$ cat config.mk
export PLATFORM = sky130hd
export DESIGN_NAME = color_fsm_decoder_flat
export DESIGN_NICKNAME = d
export VERILOG_FILES = /design/src/rtl/color_pkg.sv /design/src/rtl/color_fsm_decoder_if.sv /design/src/rtl/color_sat_counter.sv /design/src/rtl/color_fsm_decoder.sv /design/src/flat_wrapper.sv
export SDC_FILE = /design/constraint.sdc
export NUM_CORES = 1
export LEC_CHECK = 0
export BUFFER_PORTS_ARGS = -buffer_cell sky130_fd_sc_hd__buf_4
export CORE_UTILIZATION = 45
export CTS_BUF_LIST = sky130_fd_sc_hd__clkbuf_2 sky130_fd_sc_hd__clkbuf_4 sky130_fd_sc_hd__clkbuf_8
export DETAILED_ROUTE_END_ITERATION = 10
export PLACE_DENSITY = 0.8
export REMOVE_ABC_BUFFERS = 1
export SYNTH_ARGS = -nofsm -noshare
export SYNTH_HDL_FRONTEND = slang
export SYNTH_SLANG_ARGS = --single-unit
$ cat constraint.sdc
create_clock -name clk -period 5 [get_ports clk]
set_input_delay 0.25 -clock clk [delete_from_list [all_inputs] [get_ports clk]]
set_output_delay 0.25 -clock clk [all_outputs]
set_load 0.05 [all_outputs]
$ cat src/rtl/color_pkg.sv
// Shared Color FSM definitions: state encoding, output codes and reset state.
package color_pkg;

    typedef enum logic {
        Blue = 1'b0,
        Red  = 1'b1
    } Color_state;

    localparam logic [1:0] CODE_BLUE = 2'h1;
    localparam logic [1:0] CODE_RED  = 2'h2;

    localparam Color_state RST_STATE = Red;

endpackage

$ cat src/rtl/color_fsm_decoder_if.sv
// Code stream in / decoded result out link for the Color FSM decoder.
interface color_fsm_decoder_if;
    import color_pkg::*;

    logic       code_valid;
    logic [1:0] code;
    logic       code_ready;
    logic       dec_valid;
    logic       dec_ready;
    logic       dec_toggle;
    Color_state dec_state;
    logic       dec_err;

    modport master (
        output code_valid, code, dec_ready,
        input  code_ready, dec_valid, dec_toggle, dec_state, dec_err
    );

    modport slave (
        input  code_valid, code, dec_ready,
        output code_ready, dec_valid, dec_toggle, dec_state, dec_err
    );

endinterface

$ cat src/rtl/color_sat_counter.sv
// Saturating up-counter; an increment coinciding with clr yields 1.
module color_sat_counter #(
    parameter int CNT_WIDTH = 8
) (
    input  logic                 clk,
    input  logic                 rst,
    input  logic                 inc,
    input  logic                 clr,
    output logic [CNT_WIDTH-1:0] count
);

    localparam logic [CNT_WIDTH-1:0] ONE = CNT_WIDTH'(1);

    always_ff @(posedge clk) begin
        if (rst) begin
            count <= '0;
        end else if (inc) begin
            if (clr)
                count <= ONE;
            else if (count != '1)
                count <= count + ONE;
        end else if (clr) begin
            count <= '0;
        end
    end

endmodule

$ cat src/rtl/color_fsm_decoder.sv
// Shadow-state decoder for the Color FSM code stream.
// COLOR_FSM_DECODER_ERRCNT_EN adds err_cnt and post-error resync.
module color_fsm_decoder
    import color_pkg::*;
#(
    parameter int CNT_WIDTH = 8
) (
    input  logic                 clk,
    input  logic                 rst,
    input  logic                 clr,
    color_fsm_decoder_if.slave   link,
    output logic                 err_sticky,
`ifdef COLOR_FSM_DECODER_ERRCNT_EN
    output logic [CNT_WIDTH-1:0] err_cnt,
`endif
    output logic [CNT_WIDTH-1:0] toggle_cnt
);

    Color_state state;
    Color_state state_n;
    logic       accept;
    logic       tog;
    logic       err;

`ifdef COLOR_FSM_DECODER_ERRCNT_EN
    logic       resync;
`endif

    assign link.code_ready = !rst && (!link.dec_valid || link.dec_ready);
    assign accept = link.code_valid && link.code_ready;

    always_comb begin
        state_n = state;
        tog     = 1'b0;
        err     = 1'b0;
        unique case (1'b1)
            (link.code == CODE_BLUE): begin
                state_n = Blue;
                tog     = (state == Red);
            end
            (link.code == CODE_RED): begin
                state_n = Red;
                tog     = (state == Blue);
            end
            default: err = 1'b1;
        endcase
`ifdef COLOR_FSM_DECODER_ERRCNT_EN
        // First legal code after an error re-locks without a toggle
        if (resync)
            tog = 1'b0;
`endif
    end

    always_ff @(posedge clk) begin
        if (rst)
            state <= RST_STATE;
        else if (accept)
            state <= state_n;
    end

`ifdef COLOR_FSM_DECODER_ERRCNT_EN
    always_ff @(posedge clk) begin
        if (rst)
            resync <= 1'b0;
        else if (accept)
            resync <= err;
    end
`endif

    always_ff @(posedge clk) begin
        if (rst) begin
            link.dec_valid  <= 1'b0;
            link.dec_toggle <= 1'b0;
            link.dec_state  <= RST_STATE;
            link.dec_err    <= 1'b0;
        end else if (accept) begin
            link.dec_valid  <= 1'b1;
            link.dec_toggle <= tog;
            link.dec_state  <= state_n;
            link.dec_err    <= err;
        end else if (link.dec_ready) begin
            link.dec_valid  <= 1'b0;
        end
    end

    always_ff @(posedge clk) begin
        if (rst)
            err_sticky <= 1'b0;
        else if (accept && err)
            err_sticky <= 1'b1;
        else if (clr)
            err_sticky <= 1'b0;
    end

    color_sat_counter #(
        .CNT_WIDTH (CNT_WIDTH)
    ) u_tog_cnt (
        .clk   (clk),
        .rst   (rst),
        .inc   (accept && tog),
        .clr   (clr),
        .count (toggle_cnt)
    );

`ifdef COLOR_FSM_DECODER_ERRCNT_EN
    color_sat_counter #(
        .CNT_WIDTH (CNT_WIDTH)
    ) u_err_cnt (
        .clk   (clk),
        .rst   (rst),
        .inc   (accept && err),
        .clr   (clr),
        .count (err_cnt)
    );
`endif

endmodule
$ cat src/flat_wrapper.sv
// flat-port wrapper written by rule: the top's interface ports become plain ports
module color_fsm_decoder_flat import color_pkg::*;
#(
    parameter int CNT_WIDTH = 8
)
  (clk, rst, clr, err_sticky, toggle_cnt, link_code_valid, link_code, link_dec_ready, link_code_ready, link_dec_valid, link_dec_toggle, link_dec_state, link_dec_err);
  color_fsm_decoder_if link_i ();
  input  logic clk;
  input  logic rst;
  input  logic clr;
  output logic err_sticky;
  output logic [CNT_WIDTH-1:0] toggle_cnt;
  input wire logic [$bits(link_i.code_valid)-1:0] link_code_valid;
  input wire logic [$bits(link_i.code)-1:0] link_code;
  input wire logic [$bits(link_i.dec_ready)-1:0] link_dec_ready;
  output wire logic [$bits(link_i.code_ready)-1:0] link_code_ready;
  output wire logic [$bits(link_i.dec_valid)-1:0] link_dec_valid;
  output wire logic [$bits(link_i.dec_toggle)-1:0] link_dec_toggle;
  output wire logic [$bits(link_i.dec_state)-1:0] link_dec_state;
  output wire logic [$bits(link_i.dec_err)-1:0] link_dec_err;
  assign link_i.code_valid = link_code_valid;
  assign link_i.code = link_code;
  assign link_i.dec_ready = link_dec_ready;
  assign link_code_ready = link_i.code_ready;
  assign link_dec_valid = link_i.dec_valid;
  assign link_dec_toggle = link_i.dec_toggle;
  assign link_dec_state = link_i.dec_state;
  assign link_dec_err = link_i.dec_err;
  color_fsm_decoder #(.CNT_WIDTH(CNT_WIDTH)) u_core (.clk(clk), .rst(rst), .clr(clr), .link(link_i), .err_sticky(err_sticky), .toggle_cnt(toggle_cnt));
endmodule
======== Word level (Yosys, flattened, before mapping) ========
Cells that the tools add are included.
cells by class
  reductions and logical operators ........ 15
  $add $sub $neg .......................... 1
  eq/ne operators ......................... 3
  multiplexer cells ....................... 11
  bitwise gates (word level) .............. 1
operator list
  cell                                                                    count
  8-bit two-way mux                                                       4
  2-bit nonzero test                                                      5
  8-bit by 1-bit adder with 8-bit output (second input constant)          1
  8-bit != test (second input constant)                                   1
  1-bit two-way mux                                                       5
  1-bit logical AND                                                       4
  1-bit one-hot mux with 2 select lines                                   2
  2-bit AND reduction                                                     2
  2-bit by 1-bit equality test with 1-bit output (second input constant)  1
  2-bit equality test (second input constant)                             1
  1-bit logical NOT                                                       2
  2-bit OR reduction                                                      1
  1-bit logical OR                                                        1
  1-bit NOT                                                               1
storage, ports and cells
  bits of input ports ..................... 7
  word-level logic and storage cells ...... 37
  flip-flop bits (word level) ............. 13

======== Depth between registers and ports, before layout ========
Gate-level depths: netlist (run 1).
  depth in word-level cells ............... 7
  gate-level depth with buffers ........... 7

======== Modules after synthesis ========
A second synthesis (run 1) with hierarchy kept.
unflattened totals
  cell total of the unflattened synthesis .. 81
  area total of the unflattened synthesis .. 714.4 um2
modules (own cells, without submodules)
  module             instances  area an instance (um2)  cells each
  color_sat_counter  1          442.9                   51
  color_fsm_decoder  1          271.5                   30

======== Worst setup path after synthesis (run 1) ========
No wires, ideal clock.
  kind .................................... register to register
  from .................................... register u_core.link.dec_valid
  to ...................................... register u_core.u_tog_cnt.count[3]
  buffers on the path ..................... 2
  slack ................................... 2999 ps
  arrival time ............................ 1931 ps
  setup time .............................. 70 ps
  stages on the path, launching flop included .. 7
  cells stage by stage .................... dfxtp_1 -> nor2b_1 -> buf_2 -> or3_4 -> buf_6 -> or4_1 -> a21oi_1
between the ends
  cells in the longest elaborated chain, start to end .. 7
ends and longest elaborated chain
  item                                  RTL line                    source
  start: declaration                    color_fsm_decoder_if.sv:21  output code_ready, dec_valid, dec_toggle, dec_state, dec_err
  start signal: assignment              color_fsm_decoder.sv:72     link.dec_valid <= 1'b0;
  start signal: assignment              color_fsm_decoder.sv:77     link.dec_valid <= 1'b1;
  start signal: assignment              color_fsm_decoder.sv:82     link.dec_valid <= 1'b0;
  1-bit logical NOT *                   color_fsm_decoder.sv:29     assign link.code_ready = !rst && (!link.dec_valid || link.dec_ready);
  1-bit logical OR *                    color_fsm_decoder.sv:29
  1-bit logical AND *                   color_fsm_decoder.sv:29
  1-bit logical AND *                   color_fsm_decoder.sv:30     assign accept = link.code_valid && link.code_ready;
  1-bit logical AND *                   color_fsm_decoder.sv:100    .inc (accept && tog),
  2-bit nonzero test (no source line)   --
  2-bit AND reduction (no source line)  --
  end signal: assignment                color_sat_counter.sv:21     count <= count + ONE;
  end: declaration                      color_sat_counter.sv:9      output logic [CNT_WIDTH-1:0] count
Every way passes the cells marked *; elsewhere a longest branch is shown, timed or not.
A chain may end at the register's enable or synchronous reset.

======== Final worst setup path (run 1) ========
  from .................................... register u_core.u_tog_cnt.count[0]
  to ...................................... register u_core.u_tog_cnt.count[0]
between the ends
  cells in the longest elaborated chain, start to end .. 4
ends and longest elaborated chain
  item                                    RTL line                 source
  8-bit by 1-bit adder with 8-bit output  color_sat_counter.sv:21
  8-bit two-way mux                       color_sat_counter.sv:20  else if (count != '1)
  8-bit two-way mux                       color_sat_counter.sv:18  if (clr)
  8-bit two-way mux                       color_sat_counter.sv:17  end else if (inc) begin
Parallel ways exist; a longest one is shown, timed or not. The select of a mux whose other input is x is not followed.

==> results of run 1 <==
## layout make-up
| cell class | instances | area [um2] |
|---|---|---|
| flip-flops and latches | 13 | 260 |
| repair buffers | 20 | 150 |
| well taps | 15 | 18.8 |
| multi-input cells | 60 | 385 |
| fillers | 133 | 507 |
| inverters | 4 | 15.0 |
| clock buffers | 4 | 30.0 |
## cell usage in the layout (no fill, tap or decap), types with 3 or more instances in the layout
cell / n
a21oi_1: 5
buf_4: 20
clkbuf_4: 4
dfxtp_1: 13
ha_1: 3
inv_1: 4
nand2_1: 6
nand3_1: 5
nor2_1: 6
nor3_1: 6
o21ai_0: 3
## stage by stage
stage          util [%]  std cells  instance area, um2  setup WS [ns]
6_report           62.9        116                 860           3.22
5_1_grt            62.9        116                 860           3.04
4_1_cts            62.9        116                 860           3.22
3_5_place_dp       60.7        112                 830           3.22
3_3_place_gp       60.7        112                 830           3.26
2_1_floorplan         -         77                 661           3.04
## cells by family (layout without fill, tap and decap cells)
logic type	after synthesis	count (layout)	share of synthesized area (%)
AOI/OAI and AO/OA	18	18	17.5
adders and majority gates	3	3	5.43
buffers and inverters	8	28	6.69
DFF	13	13	37.6
muxes	2	2	2.89
and+or+nand+nor	37	37	29.8
## power by group through the flow
| stage | clock network (W) | registers (W) | logic [W] |
|---|---|---|---|
| after floorplan | 0 | 0.000120 | 0.0000129 |
| after global placement | 0 | 0.000111 | 0.0000349 |
| after detailed placement | 0 | 0.000111 | 0.0000354 |
| after CTS | 0.0000746 | 0.000108 | 0.0000354 |
| after global routing | 0.0000778 | 0.000109 | 0.0000376 |
| final | 0.0000715 | 0.000108 | 0.0000354 |
## registers in the layout (all words and copies together) (netlist names)
signal and count:
u_core.link.dec_valid 1, u_core.u_tog_cnt.count 8, u_core.state 1, u_core.err_sticky 1, u_core.link.dec_toggle 1, u_core.link.dec_err 1
## final timing paths
kind | startpoint | to | slack (ns)
worst min-delay path | rst | u_core.link.dec_err | 0.20
worst min register to register | u_core.link.dec_err | u_core.link.dec_err | 0.48
worst max-delay path | u_core.u_tog_cnt.count[0] | u_core.u_tog_cnt.count[0] | 3.22
worst max register to register | u_core.u_tog_cnt.count[0] | u_core.u_tog_cnt.count[0] | 3.22
## worst register-to-register path, delay by kind of cell (launching register included)
family,cells,cell delay [ns]
fa+ha+maj,1,0.26
compound gates,1,0.27
flops,1,0.41
simple gates,3,0.74
## metal layers
layer / up-vias / part of all wire, %
met3: 4 / 4.9
li1: 338 / -
met4: 0 / 0.89
met5: - / 0
met2: 21 / 48
met1: 318 / 46
==> results.tsv, run 1 <==
metric	value	unit
max cap viols	0	
area added between synthesis and finish	24.2	%
Core ar.	1370	um2
clk buf depth	2	
Synth area leaders	dfxtp_1 (38%), ha_1 (5.4%), nor3_1 (4.3%)	
clock sinks	13	
postcts setup bufs	0	
Setup TNS Final	0	ns
Worst Setup Path Type	register to register	
fin. max-slew vios	0	
period utilisation layout	35.7	%
met2 usage in global routing	37.9	%
# diodes	0	
internal power	0.000156	W
Residual DRC	0	
Ys Warns	0	
Synth area leader	dfxtp_1	
Row Count	13	
CP Cell Sequence	ha_1 -> and4_1 -> nor2b_1 -> nor3_1 -> a221o_1	
vias in the first global route	600	
Total Routing Usage GR	20.6	%
PD cells	250	nW/um2
IO buf count	20	
endpoint class of the critical path	register	
Switching Share	27.7	%
WL final	1470	um
crit path max fanout	6	
DR iter-0 viols	19	
status	complete, no violations	
total gr overflow	0	
Sw Pwr	0.0000595	W
Initial Utilization	50.6	%
Syn Area/Cell	8.54	um2
smallest hold slack	0.197	ns
layout net count	112	
Max rail drop VDD	0.000172	V
post-synthesis sequential area ratio	37.6	%
layout cells sized above 1	26.7	%
Clock Latency Late Sink	0.28	ns
met1 global-route usage	21.5	%
worst slew pin tran	0.702	ns
Max Clock Freq	0.561	GHz
Total Power	0.000215	W
largest net degree at the start of global routing	12	
Hold Violations, Final	0	
DP HPWL	1080	um
Reg power frac	50.3	%
Gate Count Post-Synth	81	
power share of the clock group	33.2	%
Gate power share	16.4	%
Worst Hold Class	input port to register	
Clock Skews	0.00844	ns
Leak Pwr	0.358	nW
die area	1700	um2
Post-synth EDFFs	0	
vias	681	
CTS tree	built	
Mapped Area	692	um2
#FFs+latches synth	13	
unrepaired setup endpoints after global routing	false	
slowest stage delay, CP	0.41	ns
synth unique cells	31	
Synth top area share	37.6	%
I/O pin count	21	
vias per cell	5.87	
Die Span Y	41.2	um
H-tree Lvls	1	
WP data arrival	1.95	ns
Worst setup SP type	register	
Setup violations, final	0	
CTS Buf Count	3	
die width	41.2	um
GRT met3 Usage	6.52	%
top-count cell post-synth	dfxtp_1	
GRT Max-Usage Layer	met2	
first-pass GRT wire length	2290	um
synth cell count leaders	dfxtp_1 (13), nand2_1 (6), nor2_1 (6), nor3_1 (6)	
Final min period	1.78	ns
critical path depth in cells	5	
Bufs and invs on worst path	0	
fraction of registers with async set/reset	0	%
TritonRoute pass-1 iters	4	
WP data required	5.16	ns
crit-path leading delay family	simple AND/OR/NAND/NOR gates	
R2R depth	5	
drt wl/cell	12.6	um
DRT antenna net count	0	
Worst Hold Depth	2	
Slew headroom	52.9	%
Crit-path slowest cell	dfxtp_1	
GPL Wtd Cong	0.735	
CTS root buf	clkbuf_4	
Top FF cell, synth	dfxtp_1	
antenna violations before repair	0	
post-CTS sizing	0	
CTS Hold Bufs	0	
Worst-path clk slew	0.07	ns
No activity file was read; power rests on OpenSTA's default activity.
==> inputs of run 2 (changes only) <==
- ABC_AREA: unset -> 1
- clock period: 5 -> 1.9 ns (I/O delays scaled with it)
==> run 2 against run 1 <==
Against the previous run: synthesized cell count up 33%; cell count up 27%; clock power increased to 2.6 times the previous value; power grew to 2.6 times the previous value; die area grew 5.5%; non-clock buffer count is the same; flip-flop and latch count stayed put; first-iteration DRC count up 53%; clock skew decreased by 0.0060 ns; highest routed layer unchanged.
==> results.tsv, run 2 <==
metric	value	unit
status	complete, no violations	
DP HPWL	1190	um
Clock Latency Late Sink	0.28	ns
CTS root buf	clkbuf_4	
antenna violations before repair	0	
Layout fillers	128	
#FFs+latches synth	13	
IO buf count	20	
drt wl/cell	10.9	um
top-count cell post-synth	nand2_1	
Ys Warns	0	
CTS Hold Bufs	0	
Final min period	1.44	ns
Syn Area/Cell	6.78	um2
Mapped Area	732	um2
die width	42.3	um
worst slew pin tran	0.291	ns
vias in the first global route	601	
largest net degree at the start of global routing	13	
post-CTS sizing	0	
Synth area leaders	dfxtp_1 (36%), nand2_1 (14%), a21oi_1 (8.2%)	
met2 usage in global routing	30.8	%
Gate Count Post-Synth	108	
synth unique cells	22	
layout cells sized above 1	23.7	%
first-pass GRT wire length	2510	um
Setup TNS Final	0	ns
Initial Utilization	48.6	%
unrepaired setup endpoints after global routing	false	
# diodes	0	
postcts setup bufs	0	
Multi-input gate area	412	um2
Die Span Y	42.3	um
final core occ	61.6	%
Top reg by flops	u_core.u_tog_cnt.count	
GRT met3 Usage	3.88	%
PD cells	604	nW/um2
area added between synthesis and finish	26.8	%
sequential standard cell area	260	um2
Top FF cell, synth	dfxtp_1	
Total Routing Usage GR	18.6	%
TritonRoute pass-1 iters	4	
Residual DRC	0	
Post-synth EDFFs	0	
fraction of registers with async set/reset	0	%
Synth top area share	35.6	%
met1 global-route usage	22.5	%
endpoint class of the critical path	register	
Worst-path clk slew	0.08	ns
clk buf depth	2	
vias per cell	5.25	
WL final	1600	um
Setup violations, final	0	
clock sinks	13	
Hold Violations, Final	0	
Synth area leader	dfxtp_1	
period utilisation layout	75.8	%
Worst setup SP type	register	
Leak Pwr	0.415	nW
crit path max fanout	10	
GRT Max-Usage Layer	met2	
DRT antenna net count	0	
max cap viols	0	
WP data required	2.07	ns
Core ar.	1510	um2
Worst Setup Path Type	register to register	
GPL Wtd Cong	0.843	
Row Count	14	
die area	1790	um2
total gr overflow	0	
most common cell after layout, fill and taps aside	nand2_1	
DR iter-0 viols	29	
most frequent cells in the layout	nand2_1 (27), buf_4 (20), inv_1 (14), dfxtp_1 (13), a21oi_1 (12)	
synth cell count leaders	nand2_1 (27), inv_1 (14), dfxtp_1 (13)	
Max rail drop VDD	0.000478	V
vias	772	
CTS tree	built	
H-tree Lvls	1	
post-synthesis sequential area ratio	35.6	%
max reg flops	8	
fin. max-slew vios	0	
WP data arrival	1.61	ns
layout net count	142	
Clock Skews	0.00248	ns
Slew headroom	80.6	%
CTS Buf Count	3	
I/O pin count	21	
Worst Hold Class	input port to register	
Max Clock Freq	0.694	GHz
==> run 2: cell count changes after synthesis, sizes merged, moves of 3 or more <==
| cell | delta |
|---|---|
| a21oi | +7 |
| buf | -3 |
| inv | +10 |
| nand2 | +23 |
| nand2b | -3 |
| nand3 | +6 |
| nand4 | +3 |
| nor2 | +5 |
| nor3 | -5 |
==> run 2: path summary, 6_finish.rpt <==
path	slack [ns]	cells past startpoint	endpoint	start
setup / recovery	0.46	8	u_core.u_tog_cnt.count[3]	u_core.u_tog_cnt.count[0]
hold / removal	0.07	2	u_core.u_tog_cnt.count[5]	rst
setup reg to reg	0.46	8	u_core.u_tog_cnt.count[3]	u_core.u_tog_cnt.count[0]
hold reg to reg	0.46	2	u_core.err_sticky	u_core.err_sticky
==> run 2: critical path, stage by stage (launching register included) <==
cell     delay (ns)
dfxtp_1        0.42
ha_1           0.23
nand2_2        0.09
nor2_2         0.11
nand2_2        0.10
nand3_4        0.14
nand2_1        0.11
nand2_1        0.07
a21oi_1        0.06
==> run 2: final cells by class <==
type | instances | area share (%)
multi-input cells | 79 | 44.3
clock buffers | 4 | 3.23
well taps | 16 | 2.16
inverters | 15 | 6.06
repair buffers | 20 | 16.2
flip-flops and latches | 13 | 28.0
==> run 2: cells by family (layout without fill, tap and decap cells) <==
kind of cell	after synthesis	count (layout)	synth area share [%]
buffers and inverters	16	39	8.20
AO/OA/AOI/OAI	18	18	13.0
AND/OR/NAND/NOR	58	58	38.1
flip-flops	13	13	35.6
adder cells (fa/ha/maj)	3	3	5.13
==> run 2: routing by layer <==
layer,wire (um),vias to the layer above
li1,-,397
met1,698,348
met2,800,23
met3,79,4
met4,19,0
met5,0,-
==> run 2: report_power, final <==
group	switching (W)	leakage, nW	internal, W	total (W)
Clock	0.0000906	0.0184	0.0000958	0.000186
Sequential	0.00000462	0.106	0.000279	0.000283
Combinational	0.0000619	0.291	0.0000292	0.0000911
==> run 2: per-stage QoR <==
stage | instances | total power (W) | hold WS [ns] | setup WS (ns) | area (um2)
2_1_floorplan | 107 | 0.000346 | 0.164 | -0.0281 | 728
4_1_cts | 147 | 0.000567 | 0.0613 | 0.476 | 928
6_report | 147 | 0.000561 | 0.0667 | 0.460 | 928
3_3_place_gp | 143 | 0.000378 | 0.359 | 0.513 | 898
3_5_place_dp | 143 | 0.000380 | 0.365 | 0.503 | 898
5_1_grt | 147 | 0.000587 | 0.0631 | 0.320 | 928
